### src/rtl/pc_next_ctrl.sv
// rtl/pc_next_ctrl.sv - next-PC sequencer with redirect flushes and status
//
// Owns the fetch PC and picks the next PC from three sources, highest first:
// an EX-stage redirect (JR or taken branch), an ID-stage J/JAL jump, or
// sequential PC+4. A stall holds the PC unless an EX redirect overrides it.
//
// Ports:
//   clk_i         rising-edge clock
//   rst_i         asynchronous active-low reset
//   stall_i       hazard-unit stall, holds PC and the ID-stage PC copy
//   jump_i        J/JAL decoded in ID
//   jidx_i        instr[25:0] of the ID-stage instruction
//   branch_i      branch resolved taken in EX
//   btarget_i     EX branch target
//   jr_i          JR in EX
//   jraddr_i      JR register value
//   pc_o          current fetch PC (registered)
//   pc_plus4_o    pc_o + 4
//   flush_ifid_o  clear IF/ID on this edge
//   flush_idex_o  clear ID/EX on this edge
//   misalign_o    sticky: JR target with addr[1:0] != 0 seen
//   redir_cnt_o   saturating count of taken redirects

module pc_next_ctrl #(
    parameter logic [31:0] RESET_PC = 32'h0000_0000,
    parameter int          CNT_W    = 16
) (
    input  logic             clk_i,
    input  logic             rst_i,
    input  logic             stall_i,
    input  logic             jump_i,
    input  logic [25:0]      jidx_i,
    input  logic             branch_i,
    input  logic [31:0]      btarget_i,
    input  logic             jr_i,
    input  logic [31:0]      jraddr_i,
    output logic [31:0]      pc_o,
    output logic [31:0]      pc_plus4_o,
    output logic             flush_ifid_o,
    output logic             flush_idex_o,
    output logic             misalign_o,
    output logic [CNT_W-1:0] redir_cnt_o
);

    typedef enum logic {
        ST_RUN = 1'b0,
        ST_RDR = 1'b1
    } state_t;

    state_t           state_q, state_d;
    logic [31:0]      pc_q, pc_d;
    // Only bits [31:2] of the ID-stage PC feed the jump target, so the
    // low two bits are not kept.
    logic [31:2]      pc_id_q, pc_id_d;
    logic             misalign_q, misalign_d;
    logic [CNT_W-1:0] cnt_q, cnt_d;

    logic             ex_redir;
    logic             id_jump;
    logic [3:0]       jt_hi;
    logic [31:0]      jt;

    assign ex_redir = jr_i | branch_i;

    // A jump in the cycle after a redirect sits in a flushed ID slot.
    assign id_jump = jump_i & ~stall_i & ~ex_redir & (state_q == ST_RUN);

    // Upper nibble of (pc_id + 4): a carry reaches bit 28 only when
    // bits [27:2] are all ones.
    assign jt_hi = pc_id_q[31:28] + {3'b000, &pc_id_q[27:2]};
    assign jt    = {jt_hi, jidx_i, 2'b00};

    always_comb begin
        pc_d       = pc_q + 32'd4;
        pc_id_d    = pc_id_q;
        misalign_d = misalign_q;
        cnt_d      = cnt_q;
        state_d    = ST_RUN;

        if (ex_redir) begin
            pc_d    = jr_i ? (jraddr_i & ~32'h3) : btarget_i;
            state_d = ST_RDR;
        end else if (id_jump) begin
            pc_d    = jt;
            state_d = ST_RDR;
        end else if (stall_i) begin
            pc_d    = pc_q;
        end

        if (!stall_i || ex_redir) begin
            pc_id_d = pc_q[31:2];
        end

        if (jr_i && (jraddr_i[1:0] != 2'b00)) begin
            misalign_d = 1'b1;
        end

        if ((ex_redir || id_jump) && (cnt_q != {CNT_W{1'b1}})) begin
            cnt_d = cnt_q + {{(CNT_W-1){1'b0}}, 1'b1};
        end
    end

    always_ff @(posedge clk_i or negedge rst_i) begin
        if (!rst_i) begin
            state_q    <= ST_RUN;
            pc_q       <= RESET_PC;
            pc_id_q    <= RESET_PC[31:2];
            misalign_q <= 1'b0;
            cnt_q      <= '0;
        end else begin
            state_q    <= state_d;
            pc_q       <= pc_d;
            pc_id_q    <= pc_id_d;
            misalign_q <= misalign_d;
            cnt_q      <= cnt_d;
        end
    end

    assign pc_o         = pc_q;
    assign pc_plus4_o   = pc_q + 32'd4;
    // Flushes are combinational but must stay low while reset is held.
    assign flush_ifid_o = rst_i & (ex_redir | id_jump);
    assign flush_idex_o = rst_i & ex_redir;
    assign misalign_o   = misalign_q;
    assign redir_cnt_o  = cnt_q;

endmodule
### config.mk
export PLATFORM = sky130hd
export DESIGN_NAME = pc_next_ctrl
export DESIGN_NICKNAME = d
export VERILOG_FILES = /design/src/rtl/pc_next_ctrl.sv
export SDC_FILE = /design/constraint.sdc
export NUM_CORES = 1
export LEC_CHECK = 0
export ABC_AREA = 1
export CORE_MARGIN = 3
export CORE_UTILIZATION = 50
export CTS_BUF_LIST = sky130_fd_sc_hd__clkbuf_4
export DETAILED_ROUTE_END_ITERATION = 10
export PLACE_DENSITY = 0.88
export SLEW_MARGIN = 25
export SYNTH_ARGS = -nofsm -noshare
export SYNTH_HDL_FRONTEND = slang
export SYNTH_SLANG_ARGS = --single-unit
### constraint.sdc
create_clock -name clk_i -period 3.4 [get_ports clk_i]
set_input_delay 0.51 -clock clk_i [delete_from_list [all_inputs] [get_ports clk_i]]
set_output_delay 0.51 -clock clk_i [all_outputs]
set_load 0.005 [all_outputs]
==> flow_metrics.py <==
metrics = {
    "routing": {
        "wire_per_inst_um": 18.06,
        "drt_first_iter_violations": 376,
        "num_vias": 5602,
        "viasPerCell": 5.641,
        "dr.pass1.iters": 5,
        "ant_nets": 0,
        "drcViolationCount": 0,
        "wl_um": 17940,
    },
    "global_routing": {
        "grt_antenna_before_repair": 0,
        "grt.busiest_layer": "met2",
        "grt_use_total_pct": 31.91,
        "grt_pass1_wl_um": 28590,
        "gr-usage-met3_pct": 6.679,
        "grt_pass1_vias": 5621,
        "gr-usage-met1_pct": 39.20,
        "grt_start_max_net_pins": 81,
        "grt_remaining_overflow": 0,
        "grt_use_met2_pct": 55.74,
    },
    "place": {
        "place_hpwl_um": 13720,
        "routabilityCongestion": 0.9379,
        "dpl_cell_area_sq_um": 6859,
        "port_buffers": 178,
    },
    "sta": {
        "finalSetupViolCount": 0,
        "finClkSkew_ns": 0.02168,
        "hold_violations": 0,
        "finalMaxSlewViolations": 0,
        "tightest_slew_ns": 0.7820,
        "finalCritPeriodShare_pct": 90.96,
        "rsz0062_at_grt": "no",
        "fin_crit_ns": 3.093,
        "setup_tns_ns": 0,
        "fmaxAchievable_ghz": 0.3234,
        "relSlewSlack_pct": 47.87,
    },
    "critical_path": {
        "worst_path_max_delay_cell": "clkdlybuf4s50_1",
        "path_class": "reg -> out",
        "start_kind": "flip-flop",
        "crit_top_cell": "nand2_1",
        "arrival_ns": 2.58,
        "slowest_delay_ns": 0.53,
        "worstPathMaxFanout": 6,
        "critical_path_required_ns": 2.89,
        "startpoint": "pc_o[2]",
        "endpoint_kind": "output port",
        "r2r-start": "pc_id_q[14]",
        "crit_chain": "ha_1 > nand2_1 > nor2_4 > nand2_4 > nor2_2 > nand3_1 > nand2_1 > clkdlybuf4s50_1",
    },
    "clocking": {
        "cts_buffers": 9,
        "root_buffer": "clkbuf_4",
        "hold_buffers": 0,
        "clock_latency_ns": 0.44,
        "clk_path_buf_depth": 2,
        "htreeDepth": 3,
        "cts_num_sinks": 80,
        "post-cts-setup-buffer-count": 0,
        "cts_tree": "yes",
        "path_clk_slew_ns": 0.14,
        "cts_resized": 0,
    },
    "pwr": {
        "max-vdd-ir-drop_mv": 0.3722,
        "p_leak_nw": 3.081,
        "power_density_nw_per_um2": 403.0,
    },
    "floorplanning": {
        "die_w_um": 106.1,
        "coreArea_sq_um": 9503,
        "die_h_um": 106.1,
        "ioPinCount": 179,
        "initial_core_util_pct": 52.72,
        "rows": 35,
        "die-area_sq_um": 11260,
    },
    "logic_synthesis": {
        "syn_nets": 791,
        "synth.avg_cell_area_sq_um": 7.250,
        "ys_types": 37,
        "synth_area_leaders": "dfrtp_1, nand2_1, nor2_1",
        "synth_warnings": 0,
        "ys_seq_area_share_pct": 39.96,
        "synth_seq_cells": 80,
        "syn_inst": 691,
        "syn-cell-area_sq_um": 5010,
        "synth_top_cell_by_area": "dfrtp_1",
        "yosysTopAreaCellShare_pct": 39.96,
    },
    "finish": {
        "drive_above_1_share_pct": 6.134,
        "synthToLayoutAreaGrowth_pct": 39.86,
        "design_area_sq_um": 7007,
        "nNetsFinal": 959,
        "antenna_cells": 0,
        "fillCellCount": 779,
    },
    "run": {
        "maxCapViolCount": 0,
    },
    "outcome": {
        "outcome": "completed",
    },
    "min_path": {
        "hp-class": "in -> async",
    },
}
-- through the flow --
stage          hold slack [ns]  instances  setup slack [ns]  util, %  power (mW)
6_report                0.1621        993            0.3074    73.73       2.824
5_1_grt                 0.2322        993            0.1980    73.73       2.968
4_1_cts                 0.3757        993            0.3288    73.69       2.821
3_5_place_dp            0.4699        977            0.6910    72.18       2.227
3_3_place_gp            0.4640        977            0.8355    72.18       2.193
2_1_floorplan           0.2144        691             1.628        -       1.644
-- registers in the layout (all words and copies together), names as in the netlist --
register     flops
pc_id_q         30
pc_o            32
redir_cnt_o     16
state_q          1
misalign_o       1
-- metal layers --
layer,share of wire [%],wire length (um)
met5,0,0
met4,2.1,381
met3,7.7,1384
met2,50,8914
met1,40,7258
-- report_power, final --
part | internal, mW | switching [mW] | leakage (nW)
combinational | 0.512 | 0.430 | 2.04
sequential | 1.10 | 0.181 | 0.961
clock | 0.237 | 0.368 | 0.0770
-- critical path: cells and delay by family (launching register included) --
kind          cells  cell delay [ns]
simple gates      6             0.92
fa+ha+maj         1             0.23
flops             1             0.47
buf+inv           1             0.53
-- synthesized netlist by cell type, drive strengths merged --
| cell | number |
|---|---|
| nor3b | 1 |
| xor2 | 15 |
| clkbuf | 9 |
| ha | 4 |
| a31oi | 1 |
| inv | 55 |
| nor2 | 126 |
| nand3 | 44 |
| nor4 | 1 |
| nor3 | 4 |
| nand4 | 11 |
| xnor2 | 8 |
| a22oi | 12 |
| nand3b | 2 |
| dfrtp | 80 |
| o2111ai | 1 |
| o21bai | 1 |
| a21oi | 22 |
| a221oi | 27 |
| o21ai | 46 |
| buf | 20 |
| and2 | 2 |
| a32o | 2 |
| nand2 | 197 |
-- cell type report --
type                    count  area (sq um)  share of cell area (%)
multi-input cells         527          2648                   37.79
flip-flops and latches     80          2002                   28.57
repair buffers            186          1843                   26.30
inverters                  55         209.0                   2.982
well taps                 129         161.4                   2.304
clock buffers              10         75.07                   1.071
clock inverters             6         68.82                  0.9821
-- layout by cell type, fill, tap and decap left out, types with 3 or more instances in the layout --
cell / Yosys / layout
xor2_1: 15 / 15
a221oi_1: 27 / 27
nor2_4: 8 / 9
nor3_1: 4 / 4
nor2_1: 113 / 113
nand4_1: 11 / 11
buf_4: 5 / 8
a21oi_1: 20 / 20
o21ai_0: 41 / 41
clkdlybuf4s50_1: 0 / 177
dfrtp_1: 80 / 80
clkbuf_4: 1 / 10
nand2_1: 192 / 192
inv_1: 52 / 52
xnor2_1: 8 / 8
o21ai_2: 3 / 3
nand3_1: 42 / 42
nand2_2: 4 / 4
nor2_2: 5 / 4
ha_1: 4 / 4
a22oi_1: 12 / 12
-- path summary, 6_finish.rpt --
check	endpoint	slack (ns)	cells after the start
setup reg to reg	pc_o[31]	1.02	10
setup / recovery	pc_plus4_o[30]	0.31	8
hold / removal	pc_o[26]	0.16	2
max in group asynchronous	pc_id_q[17]	2.64	2
min in group clk_i	pc_id_q[23]	0.50	2
hold reg to reg	pc_id_q[23]	0.50	2
-- cells by family (layout without fill, tap and decap cells) --
| logic type | Yosys count | count (layout) | share of synthesized area (%) |
|---|---|---|---|
| AND/OR/NAND/NOR | 388 | 388 | 33.19 |
| AO/OA/AOI/OAI | 112 | 112 | 14.54 |
| buffers and inverters | 84 | 257 | 7.293 |
| flip-flops | 80 | 80 | 39.96 |
| XOR/XNOR | 23 | 23 | 4.021 |
| adder cells (fa/ha/maj) | 4 | 4 | 0.9990 |
Power figures use the tool's default switching activity.
